<file path="src/rtl/counter_launcher_if.sv">
// ============================================================================
// counter_launcher_if : button / go-done handshake bundle for counter_launcher
// Revision 1.0 - initial release
// ============================================================================
`default_nettype none

interface counter_launcher_if;
  logic       btn;
  logic       done;
  logic       err_clr;
  logic       go;
  logic       busy;
  logic       timeout_err;
  logic [7:0] run_count;

  modport master (
    input  btn,
    input  done,
    input  err_clr,
    output go,
    output busy,
    output timeout_err,
    output run_count
  );

  modport slave (
    output btn,
    output done,
    output err_clr,
    input  go,
    input  busy,
    input  timeout_err,
    input  run_count
  );
endinterface

`default_nettype wire

</file>
<file path="src/rtl/counter_launcher.sv">
// ============================================================================
// counter_launcher : debounced button -> single go pulse, waits for done
// Revision 1.0 - initial release
// ============================================================================
`default_nettype none

module counter_launcher #(
  parameter int unsigned DEBOUNCE_CYCLES = 16,
  parameter int unsigned TIMEOUT_CYCLES  = 64
) (
  input  wire logic          clk,
  input  wire logic          rst,
  counter_launcher_if.master bus
);

  localparam logic [15:0] DB_LAST = 16'(DEBOUNCE_CYCLES - 1);
  localparam logic [15:0] TO_LAST = 16'(TIMEOUT_CYCLES - 1);

  typedef enum logic [1:0] {
    ST_IDLE      = 2'd0,
    ST_LAUNCH    = 2'd1,
    ST_WAIT_DONE = 2'd2
  } state_t;

  state_t      state_q, state_d;
  logic        sync1_q, sync2_q;
  logic        stable_q, stable_d;
  logic        stable_dly_q;
  logic [15:0] db_cnt_q, db_cnt_d;
  logic [15:0] to_cnt_q, to_cnt_d;
  logic [7:0]  run_count_q, run_count_d;
  logic        timeout_err_q, timeout_err_d;
  logic        press;
  logic        expire;

  always_ff @(posedge clk or posedge rst) begin
    if (rst) begin
      state_q       <= ST_IDLE;
      sync1_q       <= 1'b0;
      sync2_q       <= 1'b0;
      stable_q      <= 1'b0;
      stable_dly_q  <= 1'b0;
      db_cnt_q      <= '0;
      to_cnt_q      <= '0;
      run_count_q   <= '0;
      timeout_err_q <= 1'b0;
    end else begin
      state_q       <= state_d;
      sync1_q       <= bus.btn;
      sync2_q       <= sync1_q;
      stable_q      <= stable_d;
      stable_dly_q  <= stable_q;
      db_cnt_q      <= db_cnt_d;
      to_cnt_q      <= to_cnt_d;
      run_count_q   <= run_count_d;
      timeout_err_q <= timeout_err_d;
    end
  end

  // Stable value only flips after the synchronized input disagrees for
  // DEBOUNCE_CYCLES consecutive cycles; any agreement restarts the count.
  always_comb begin
    stable_d = stable_q;
    db_cnt_d = '0;
    if (sync2_q != stable_q) begin
      if (db_cnt_q == DB_LAST) begin
        stable_d = ~stable_q;
      end else begin
        db_cnt_d = db_cnt_q + 16'd1;
      end
    end
  end

  assign press = stable_q & ~stable_dly_q;

  always_comb begin
    state_d       = state_q;
    to_cnt_d      = to_cnt_q;
    run_count_d   = run_count_q;
    timeout_err_d = timeout_err_q;
    expire        = 1'b0;

    case (state_q)
      ST_IDLE: begin
        if (press) begin
          state_d = ST_LAUNCH;
        end
      end
      ST_LAUNCH: begin
        state_d  = ST_WAIT_DONE;
        to_cnt_d = '0;
      end
      ST_WAIT_DONE: begin
        // done takes priority over a coincident timeout expiry
        if (bus.done) begin
          state_d     = ST_IDLE;
          run_count_d = run_count_q + 8'd1;
        end else if (to_cnt_q == TO_LAST) begin
          state_d = ST_IDLE;
          expire  = 1'b1;
        end else begin
          to_cnt_d = to_cnt_q + 16'd1;
        end
      end
      default: begin
        state_d = ST_IDLE;
      end
    endcase

    if (expire) begin
      timeout_err_d = 1'b1;
    end else if (bus.err_clr) begin
      timeout_err_d = 1'b0;
    end
  end

  assign bus.go          = (state_q == ST_LAUNCH);
  assign bus.busy        = (state_q != ST_IDLE);
  assign bus.timeout_err = timeout_err_q;
  assign bus.run_count   = run_count_q;

endmodule

`default_nettype wire

</file>
<file path="src/flat_wrapper.sv">
// flat-port wrapper written by rule: the top's interface ports become plain ports
module counter_launcher_flat 
#(
  parameter int unsigned DEBOUNCE_CYCLES = 16,
  parameter int unsigned TIMEOUT_CYCLES  = 64
)
  (clk, rst, bus_btn, bus_done, bus_err_clr, bus_go, bus_busy, bus_timeout_err, bus_run_count);
  counter_launcher_if bus_i ();
  input  wire logic clk;
  input  wire logic rst;
  input wire logic [$bits(bus_i.btn)-1:0] bus_btn;
  input wire logic [$bits(bus_i.done)-1:0] bus_done;
  input wire logic [$bits(bus_i.err_clr)-1:0] bus_err_clr;
  output wire logic [$bits(bus_i.go)-1:0] bus_go;
  output wire logic [$bits(bus_i.busy)-1:0] bus_busy;
  output wire logic [$bits(bus_i.timeout_err)-1:0] bus_timeout_err;
  output wire logic [$bits(bus_i.run_count)-1:0] bus_run_count;
  assign bus_i.btn = bus_btn;
  assign bus_i.done = bus_done;
  assign bus_i.err_clr = bus_err_clr;
  assign bus_go = bus_i.go;
  assign bus_busy = bus_i.busy;
  assign bus_timeout_err = bus_i.timeout_err;
  assign bus_run_count = bus_i.run_count;
  counter_launcher #(.DEBOUNCE_CYCLES(DEBOUNCE_CYCLES), .TIMEOUT_CYCLES(TIMEOUT_CYCLES)) u_core (.clk(clk), .rst(rst), .bus(bus_i));
endmodule
</file>
<file path="config.mk">
export PLATFORM = sky130hd
export DESIGN_NAME = counter_launcher_flat
export DESIGN_NICKNAME = d
export VERILOG_FILES = /design/src/rtl/counter_launcher_if.sv /design/src/rtl/counter_launcher.sv /design/src/flat_wrapper.sv
export SDC_FILE = /design/constraint.sdc
export NUM_CORES = 1
export LEC_CHECK = 0
export ABC_CLOCK_PERIOD_IN_PS = 1950
export CAP_MARGIN = 0
export CORE_MARGIN = 4
export CORE_UTILIZATION = 58
export DETAILED_ROUTE_END_ITERATION = 16
export PLACE_DENSITY = 0.86
export REMOVE_ABC_BUFFERS = 1
export SLEW_MARGIN = 20
export SYNTH_ARGS = -nofsm -noshare
export SYNTH_HDL_FRONTEND = slang
export SYNTH_SLANG_ARGS = --single-unit
</file>
<file path="constraint.sdc">
create_clock -name clk -period 1.95 [get_ports clk]
set_input_delay 0.2925 -clock clk [delete_from_list [all_inputs] [get_ports clk]]
set_output_delay 0.2925 -clock clk [all_outputs]
set_load 0.005 [all_outputs]
</file>
==> impl_metrics.yaml, run 1 <==
yosys:
  number_of_storage_elements_in_the_synthesis_netlist: 47
  synth_edf_count: 0
  share_of_async_settable_or_async_resettable_flops_after_synthesis_pct: 100.0
  yosysTopAreaCellShare_pct: 51.42
  synth_area_leaders: "sky130_fd_sc_hd__dfrtp_1, sky130_fd_sc_hd__xnor2_1, sky130_fd_sc_hd__nand4_1, sky130_fd_sc_hd__nand2_1, sky130_fd_sc_hd__mux2i_1"
  synth_cell_type_count: 34
  synth_flop_cell: "sky130_fd_sc_hd__dfrtp_1"
  synthesis.yosys.warnings: 0
  synth.cell_area_sq_um: 2287
  netlist_top_cells_count: "sky130_fd_sc_hd__dfrtp_1, sky130_fd_sc_hd__nand2_1, sky130_fd_sc_hd__nor2_1"
  synthesis.area_per_instance_sq_um: 10.30
  synth-seq-area-share_pct: 51.42
  postSynthCellCount: 222
  synth_most_common_cell: "sky130_fd_sc_hd__dfrtp_1"
  synth_top_cell_by_area: "sky130_fd_sc_hd__dfrtp_1"
layout:
  num_antenna_cells: 0
  layout.cell_area.non_filler_sq_um: 2666
  share_of_the_core_filled_with_cells_in_the_final_layout_pct: 71.22
  area_growth_pct: 16.58
  nFillCells: 286
  layout.nets: 260
  drive_gt1_share_pct: 11.86
sta:
  timing.fmax_ghz: 0.5503
  final_worst_path_cycle_share_pct: 93.19
  worst_slew_pin_slew_ns: 0.4964
  slew_headroom_pct: 66.83
  drv_slew: 0
  final.setup_skew_ns: 0.003833
  hold_violations: 0
  finalHoldWorstSlack_ns: 0.2786
  rsz0062_at_grt: "false"
  period_minus_slack_ns: 1.817
  setup_violations: 0
drt:
  postRouteWirelength_mm: 4.635
  routed_len_inst_um: 15.40
  post_drt_via_cell_ratio: 5.924
  detailedRoute.firstPassIterationCount: 4
  initialDrtViolationCount: 141
  ant_nets: 0
  drc: 0
  route.vias.total: 1783
grt:
  maximum_number_of_pins_on_one_net_before_global_route_repair: 23
  number_of_antenna_violations_at_the_first_check_in_global_routing: 0
  grt_pass1_wl_mm: 8.169
  first_global_vias: 1755
  globalRoute.totalOverflow: 0
  all_layer_gr_usage_pct: 20.66
clock_tree:
  number_of_clock_buffers_inserted_by_tritoncts: 5
  root_cell_of_the_clock_tree: "sky130_fd_sc_hd__clkbuf_8"
  clk_latency_ns: 0.30
  cts.htree.levels: 2
  cts-root-to-sink-buffers: 2
  cts_setup_buffers: 0
  tritoncts: "built"
  numClockSinks: 47
  cts.reportedPaths.clkPinSlew_ns: 0.08
pwr:
  p_leak_nw: 1.192
  max-vdd-ir-drop_uv: 358.1
  powerDensity_nw_per_um2: 637.9
floorplan:
  dieArea_sq_um: 5012
  core_sq_um: 3744
  number_of_ports_placed_on_the_die_boundary: 16
  placement_rows: 22
  initial_core_util_pct: 61.10
  dieWidth_um: 70.80
  die-height_um: 70.80
critical_path:
  setup.worst_path.class: "register to primary output"
  timing.critical_path.required_ns: 1.66
  worst_setup_path_end_kind: "primary output"
  critical_path.max_fanout: 7
  critical_path_arrival_ns: 1.52
  r2r_setup_slack_ns: 0.15
  cp-start-kind: "register"
placed_design:
  post-dp-hpwl_mm: 3.380
  dpl-instance-area_sq_um: 2585
  port_buffers: 15
  routabilityCongestion: 0.8423
min_path:
  worstHoldPathType: "input port to async pin"
job:
  drv_cap: 0
outcome:
  outcome: "finished, final reports clean"
## power by group
| group | switching (mW) | leakage, nW | total [mW] | internal (mW) |
|---|---|---|---|---|
| clock network | 0.305 | 0.0422 | 0.557 | 0.252 |
| registers | 0.0285 | 0.598 | 1.03 | 0.999 |
| logic | 0.0588 | 0.552 | 0.117 | 0.0578 |
| total | 0.392 | 1.19 | 1.70 | 1.31 |
## worst max-delay path, cell delays in order (launching register included)
cell and delay, ns:
sky130_fd_sc_hd__dfrtp_1 0.45, sky130_fd_sc_hd__inv_2 0.12, sky130_fd_sc_hd__nand2_1 0.09, sky130_fd_sc_hd__inv_1 0.08, sky130_fd_sc_hd__clkdlybuf4s50_1 0.50
## cells by family (layout without fill, tap and decap cells)
family | Yosys count | after routing | share of synthesized area [%]
flops | 47 | 47 | 51.42
fa+ha+maj | 3 | 3 | 1.641
compound gates | 16 | 16 | 6.949
xor+xnor | 21 | 21 | 8.042
mux | 9 | 9 | 3.994
simple gates | 110 | 110 | 25.00
buf+inv | 16 | 47 | 2.954
## registers in the layout, indices dropped and copies added (netlist names)
| name | count |
|---|---|
| u_core.state_q | 2 |
| u_core.stable_q | 1 |
| u_core.to_cnt_q | 16 |
| u_core.db_cnt_q | 16 |
| u_core.sync2_q | 1 |
| u_core.bus.timeout_err | 1 |
| u_core.bus.run_count | 8 |
| u_core.sync1_q | 1 |
| u_core.stable_dly_q | 1 |
## metal layers
| layer | global-route usage, % | vias to the layer above | share of wire (%) |
|---|---|---|---|
| met5 | 0 | - | 0 |
| met4 | 6.054 | 0 | 1.4 |
| met3 | 6.108 | 8 | 4.6 |
| met2 | 34.60 | 40 | 49 |
| met1 | 25.97 | 870 | 45 |
| li1 | - | 865 | - |
## cell type report
class	instances	area, sq um	share of cell area, %
Inverter	10	37.54	1.408
Clock buffer	7	76.32	2.863
Sequential cell	47	1176	44.11
Tap cell	48	60.06	2.252
Multi-Input combinational cell	159	1044	39.14
Clock inverter	1	5.005	0.1877
Timing Repair Buffer	29	267.8	10.04
## cell usage in the layout (no fill, tap or decap), types with 2 or more instances in the layout
master | synthesis | routed
sky130_fd_sc_hd__and3_1 | 6 | 6
sky130_fd_sc_hd__nand2_1 | 23 | 23
sky130_fd_sc_hd__clkdlybuf4s50_1 | 0 | 15
sky130_fd_sc_hd__and4_1 | 3 | 3
sky130_fd_sc_hd__nor3_1 | 9 | 9
sky130_fd_sc_hd__nor4_1 | 11 | 11
sky130_fd_sc_hd__nor2_1 | 20 | 20
sky130_fd_sc_hd__inv_1 | 10 | 8
sky130_fd_sc_hd__mux2i_1 | 8 | 8
sky130_fd_sc_hd__nand4_1 | 14 | 14
sky130_fd_sc_hd__nor3b_1 | 3 | 3
sky130_fd_sc_hd__clkbuf_8 | 0 | 5
sky130_fd_sc_hd__xor2_1 | 6 | 6
sky130_fd_sc_hd__a31o_2 | 3 | 3
sky130_fd_sc_hd__a21oi_1 | 3 | 3
sky130_fd_sc_hd__clkbuf_1 | 5 | 2
sky130_fd_sc_hd__nand3_1 | 15 | 15
sky130_fd_sc_hd__dfrtp_1 | 47 | 47
sky130_fd_sc_hd__buf_4 | 0 | 13
sky130_fd_sc_hd__ha_1 | 3 | 3
sky130_fd_sc_hd__nand3b_1 | 3 | 3
sky130_fd_sc_hd__inv_2 | 0 | 2
sky130_fd_sc_hd__xnor2_1 | 15 | 15
## timing repair
action,in CTS,in global routing
resized for setup,0,1
hold buffers,0,0
endpoints found under the setup margin,0,1
## stage by stage
stage / power, mW / setup WS, ns / TNS (ns) / cells
floorplan: 1.102 / 0.2139 / 0 / 216
global placement: 1.158 / -0.05559 / -0.1005 / 293
detailed placement: 1.165 / -0.1339 / -0.4335 / 293
CTS: 1.721 / 0.07570 / 0 / 301
global route: 1.789 / 0.03741 / 0 / 301
finish: 1.701 / 0.1329 / 0 / 301
## path summary, 6_finish.rpt
| kind | from | endpoint | depth (start not counted) |
|---|---|---|---|
| max | u_core.state_q[1] | bus_go | 4 |
| min | rst | u_core.bus.run_count[3] | 2 |
| max reg2reg | u_core.to_cnt_q[10] | u_core.to_cnt_q[0] | 6 |
| min reg2reg | u_core.sync1_q | u_core.sync2_q | 0 |
| max in group asynchronous | rst | u_core.to_cnt_q[9] | 3 |
| min in group clk | u_core.sync1_q | u_core.sync2_q | 0 |
(Power assumes the default switching activity.)
==> run 2, diff against run 1 <==
--- a/config.mk
+++ b/config.mk
@@ -7,8 +7,10 @@
 export LEC_CHECK = 0
 export ABC_CLOCK_PERIOD_IN_PS = 1950
 export CAP_MARGIN = 0
+export CELL_PAD_IN_SITES_DETAIL_PLACEMENT = 0
+export CELL_PAD_IN_SITES_GLOBAL_PLACEMENT = 1
 export CORE_MARGIN = 4
-export CORE_UTILIZATION = 58
+export CORE_UTILIZATION = 46
 export DETAILED_ROUTE_END_ITERATION = 16
 export PLACE_DENSITY = 0.86
 export REMOVE_ABC_BUFFERS = 1
==> run 2 against run 1 <==
Critical path depth stayed put; maximum frequency is 0.42% lower; final cell count is 7.3% higher; cell area is 3.0% higher; die area is 23% higher; critical endpoint unchanged.
==> impl_metrics.yaml, run 2 (same netlist as run 1, synthesis figures left out) <==
outcome:
  outcome: "finished, final reports clean"
floorplan:
  initial_core_util_pct: 48.11
  dieArea_sq_um: 6165
  dieWidth_um: 78.52
  die-height_um: 78.52
  core_sq_um: 4755
  number_of_ports_placed_on_the_die_boundary: 16
  placement_rows: 25
critical_path:
  crit_slowest_cell: "sky130_fd_sc_hd__clkdlybuf4s50_1"
  critical_path_arrival_ns: 1.53
  critical_path_buf_inv_count: 3
  cp-start-kind: "register"
  setup.worst_path.class: "register to primary output"
  cp_cell_sequence: "inv_2, nand2_1, inv_1, clkdlybuf4s50_1"
  timing.critical_path.required_ns: 1.66
  worst_setup_path_end_kind: "primary output"
  crit_family: "buffers and inverters"
  critical_path.max_fanout: 7
  slowest_stage_delay_on_critical_path_ns: 0.50
drt:
  postRouteWirelength_mm: 4.310
  ant_nets: 0
  routed_len_inst_um: 13.34
  detailedRoute.firstPassIterationCount: 4
  post_drt_via_cell_ratio: 5.260
  drc: 0
  initialDrtViolationCount: 109
  route.vias.total: 1699
clock_tree:
  cts-root-to-sink-buffers: 2
  cts.htree.levels: 2
  root_cell_of_the_clock_tree: "sky130_fd_sc_hd__clkbuf_8"
  numClockSinks: 47
  number_of_clock_buffers_inserted_by_tritoncts: 5
  tritoncts: "built"
  clk_latency_ns: 0.30
  cts.reportedPaths.clkPinSlew_ns: 0.09
  cts_setup_buffers: 0
sta:
  slew_headroom_pct: 67.06
  final.setup_skew_ns: 0.01071
  hold_violations: 0
  period_minus_slack_ns: 1.825
  rsz0062_at_grt: "false"
  worst_slew_pin_slew_ns: 0.4929
  timing.fmax_ghz: 0.5480
  finalHoldWorstSlack_ns: 0.3004
  drv_slew: 0
  fin_ws_ns: 0.1252
  final_worst_path_cycle_share_pct: 93.58
  setup_violations: 0
  fin_tns_setup_ns: 0
placed_design:
  port_buffers: 15
  dp_cells: 315
  post-dp-hpwl_mm: 3.210
  preCtsSetupSlack_ns: -0.05966
  dpl-instance-area_sq_um: 2631
  routabilityCongestion: 0.8399
layout:
  num_antenna_cells: 0
  share_of_the_core_filled_with_cells_in_the_final_layout_pct: 57.76
  mostFrequentLayoutCell: "sky130_fd_sc_hd__dfrtp_1"
  drive_gt1_share_pct: 13.67
  final_cells: 323
  area_growth_pct: 20.08
  layout.cell_area.non_filler_sq_um: 2746
  final_cell_mix: "sky130_fd_sc_hd__dfrtp_1, sky130_fd_sc_hd__nand2_1, sky130_fd_sc_hd__nor2_1"
  layout.nets: 263
min_path:
  worstHoldPathType: "input port to async pin"
grt:
  globalRoute.totalOverflow: 0
  grt_pass1_wl_mm: 7.596
  first_global_vias: 1676
  number_of_antenna_violations_at_the_first_check_in_global_routing: 0
  all_layer_gr_usage_pct: 15.82
  maximum_number_of_pins_on_one_net_before_global_route_repair: 23
job:
  drv_cap: 0
pwr:
  p_leak_nw: 1.218
  max-vdd-ir-drop_uv: 304.8
  powerDensity_nw_per_um2: 681.3
  fin_total_pwr_mw: 1.871
## run 2: cell count changes in the layout (fill, tap and decap cells not counted)
cell / delta
sky130_fd_sc_hd__inv_6: +1
sky130_fd_sc_hd__buf_4: +3
sky130_fd_sc_hd__clkbuf_1: -2
sky130_fd_sc_hd__clkinv_2: -1
sky130_fd_sc_hd__bufinv_16: +1
sky130_fd_sc_hd__clkinvlp_4: +1
## run 2: metal layers
| metal | share of wire, % | global-route usage (%) | vias up |
|---|---|---|---|
| li1 | - | - | 871 |
| met1 | 48 | 20.27 | 804 |
| met2 | 48 | 26.06 | 19 |
| met3 | 2.4 | 2.982 | 5 |
| met4 | 1.6 | 6.818 | 0 |
| met5 | 0 | 0 | - |
## run 2: area by class of cell
type | instances | area [sq um]
Fill cell | 430 | 2008
Sequential cell | 47 | 1176
Multi-Input combinational cell | 159 | 1044
Timing Repair Buffer | 32 | 290.3
Tap cell | 67 | 83.83
Clock buffer | 5 | 68.82
Clock inverter | 3 | 46.29
Inverter | 10 | 37.54
## run 2: power breakdown
group          total (mW)  leakage, nW  switching (mW)  internal [mW]
sequential           1.03        0.598          0.0274          0.999
clock               0.730       0.0548           0.343          0.386
combinational       0.115        0.565          0.0571         0.0579
## run 2: path summary, 6_finish.rpt
check | cells after the start | to | slack, ns | start
min reg2reg | 0 | u_core.sync2_q | 0.34 | u_core.sync1_q
max in group asynchronous | 3 | u_core.to_cnt_q[15] | 1.19 | rst
min in group clk | 0 | u_core.sync2_q | 0.34 | u_core.sync1_q
max reg2reg | 4 | u_core.to_cnt_q[12] | 0.19 | u_core.state_q[1]
max | 4 | bus_go | 0.13 | u_core.state_q[1]
min | 2 | u_core.db_cnt_q[2] | 0.30 | rst
## run 2: timing repair
item                                    4_1_cts  5_1_grt
hold buffers                                  0        0
resized for setup                             0        1
hold endpoints to repair                      0        0
endpoints found under the setup margin        0        1
## run 2: worst reg2reg max path: cells and delay by family (launching register included)
kind	cells	cell delay, ns
AOI/OAI and AO/OA	2	0.41
and+or+nand+nor	2	0.78
DFF	1	0.46
==> run 3, diff against run 2 <==
--- a/config.mk
+++ b/config.mk
@@ -5,14 +5,15 @@
 export SDC_FILE = /design/constraint.sdc
 export NUM_CORES = 1
 export LEC_CHECK = 0
-export ABC_CLOCK_PERIOD_IN_PS = 1950
+export ABC_CLOCK_PERIOD_IN_PS = 2300
 export CAP_MARGIN = 0
 export CELL_PAD_IN_SITES_DETAIL_PLACEMENT = 0
 export CELL_PAD_IN_SITES_GLOBAL_PLACEMENT = 1
 export CORE_MARGIN = 4
-export CORE_UTILIZATION = 46
+export CORE_UTILIZATION = 52
+export CTS_BUF_LIST = sky130_fd_sc_hd__clkbuf_4 sky130_fd_sc_hd__clkbuf_8
 export DETAILED_ROUTE_END_ITERATION = 16
-export PLACE_DENSITY = 0.86
+export PLACE_DENSITY = 0.95
 export REMOVE_ABC_BUFFERS = 1
 export SLEW_MARGIN = 20
 export SYNTH_ARGS = -nofsm -noshare
==> constraint.sdc (replaced) <==
create_clock -name clk -period 2.3 [get_ports clk]
set_input_delay 0.345 -clock clk [delete_from_list [all_inputs] [get_ports clk]]
set_output_delay 0.345 -clock clk [all_outputs]
set_load 0.005 [all_outputs]
==> run 3 against run 2 <==
Sequential cell count stayed put; final cell count fell by 8.4%; power down 16%; global-route usage increased by 2.4 points; critical path type unchanged; highest routed layer unchanged.
==> impl_metrics.yaml, run 3 (same netlist as run 1, synthesis figures left out) <==
outcome:
  outcome: "finished, final reports clean"
drt:
  post_drt_via_cell_ratio: 5.716
  postRouteWirelength_mm: 4.348
  ant_nets: 0
  detailedRoute.firstPassIterationCount: 4
  drc: 0
  routed_len_inst_um: 14.69
  initialDrtViolationCount: 65
  route.vias.total: 1692
critical_path:
  crit_slowest_cell: "sky130_fd_sc_hd__clkdlybuf4s50_1"
  cp_cell_sequence: "inv_1, nand2_1, inv_1, clkdlybuf4s50_1"
  r2r_setup_slack_ns: 0.44
  slowest_stage_delay_on_critical_path_ns: 0.50
  timing.critical_path.depth: 4
  worstRegToRegCells: 4
  critical_path_arrival_ns: 1.58
  cp-start-kind: "register"
  worst_setup_path_end_kind: "primary output"
  critical_path.max_fanout: 7
  timing.critical_path.required_ns: 1.96
  r2r-end: "u_core.to_cnt_q[12]"
  critical_path.reg2reg.startpoint: "u_core.state_q[0]"
  setup.worst_path.class: "register to primary output"
  crit_family: "buffers and inverters"
  crit_path_frequent_cell: "sky130_fd_sc_hd__inv_1"
  critical_path_buf_inv_count: 3
sta:
  rsz0062_at_grt: "false"
  hold_violations: 0
  setup_violations: 0
  period_minus_slack_ns: 1.928
  final_worst_path_cycle_share_pct: 83.82
  fin_tns_setup_ns: 0
  timing.fmax_ghz: 0.5187
  worst_slew_pin_slew_ns: 0.4990
  slew_headroom_pct: 66.65
  drv_slew: 0
  finalHoldWorstSlack_ns: 0.3045
  final.setup_skew_ns: 0.006542
layout:
  area_growth_pct: 15.26
  multi_input_area_sq_um: 1044
  seqCellArea_sq_um: 1176
  layout.nets: 254
  mostFrequentLayoutCell: "sky130_fd_sc_hd__dfrtp_1"
  final_cell_mix: "sky130_fd_sc_hd__dfrtp_1, sky130_fd_sc_hd__nand2_1, sky130_fd_sc_hd__nor2_1"
  nFillCells: 342
  final_cells: 296
  layout.cell_area.non_filler_sq_um: 2636
  num_antenna_cells: 0
  share_of_the_core_filled_with_cells_in_the_final_layout_pct: 64.06
  drive_gt1_share_pct: 9.756
clock_tree:
  clk_latency_ns: 0.30
  post_cts_resized: 0
  cts-root-to-sink-buffers: 2
  numClockSinks: 47
  cts.htree.levels: 2
  number_of_clock_buffers_inserted_by_tritoncts: 5
  root_cell_of_the_clock_tree: "sky130_fd_sc_hd__clkbuf_8"
  cts.hold.buffers_added: 0
  tritoncts: "built"
  cts_setup_buffers: 0
  cts.reportedPaths.clkPinSlew_ns: 0.08
floorplan:
  placement_rows: 23
  core_sq_um: 4115
  dieArea_sq_um: 5523
  initial_core_util_pct: 55.58
  dieWidth_um: 74.32
  number_of_ports_placed_on_the_die_boundary: 16
  die-height_um: 74.32
placed_design:
  dp_cells: 289
  dpl-instance-area_sq_um: 2530
  post-dp-hpwl_mm: 3.122
  routabilityCongestion: 0.7956
  port_buffers: 15
grt:
  all_layer_gr_usage_pct: 18.23
  first_global_vias: 1707
  grt_pass1_wl_mm: 7.631
  maximum_number_of_pins_on_one_net_before_global_route_repair: 19
  number_of_antenna_violations_at_the_first_check_in_global_routing: 0
  globalRoute.totalOverflow: 0
job:
  drv_cap: 0
pwr:
  p_leak_nw: 1.171
  powerDensity_nw_per_um2: 593.5
  max-vdd-ir-drop_uv: 271.8
min_path:
  worstHoldPathType: "input port to async pin"
## run 3: cell types whose count changed in the layout (fill, tap and decap cells not counted), sizes merged
cell and change:
clkinvlp -1, buf -9, clkbuf +1, inv -1
## run 3: layout make-up
| type | count | share of cell area [%] |
|---|---|---|
| multi-input cells | 159 | 39.58 |
| flip-flops and latches | 47 | 44.61 |
| clock inverters | 1 | 1.139 |
| clock buffers | 6 | 2.895 |
| repair buffers | 23 | 7.973 |
| well taps | 50 | 2.373 |
| inverters | 10 | 1.424 |
## run 3: worst max path at each step
| stage | from | to | slack [ns] |
|---|---|---|---|
| final | u_core.state_q[1] | bus_go | 0.37 |
| after global routing | u_core.state_q[1] | bus_go | 0.26 |
| after CTS | u_core.state_q[1] | bus_go | 0.36 |
| after detailed placement | bus_done | u_core.to_cnt_q[14] | 0.20 |
| after global placement | bus_done | u_core.to_cnt_q[12] | 0.23 |
| after floorplan | u_core.to_cnt_q[0] | u_core.to_cnt_q[1] | 0.56 |
## run 3: layer usage
layer,part of all wire (%),GRT usage (%),wire (um)
met5,0,0,0
met4,1.6,6.126,69
met3,2.8,5.811,123
met2,48,30.61,2107
met1,47,22.33,2047
## run 3: where the power goes
group	total, mW	switching [mW]	internal (mW)
Combinational	0.0947	0.0482	0.0465
Clock	0.600	0.269	0.331
Sequential	0.870	0.0233	0.847
Total	1.56	0.341	1.22
## run 3: stage by stage
| stage | power [mW] | worst slack [ns] |
|---|---|---|
| global route | 1.638 | 0.2641 |
| global placement | 0.9802 | 0.2344 |
| floorplan | 0.9347 | 0.5639 |
| detailed placement | 0.9833 | 0.1977 |
| CTS | 1.586 | 0.3602 |
| finish | 1.565 | 0.3721 |
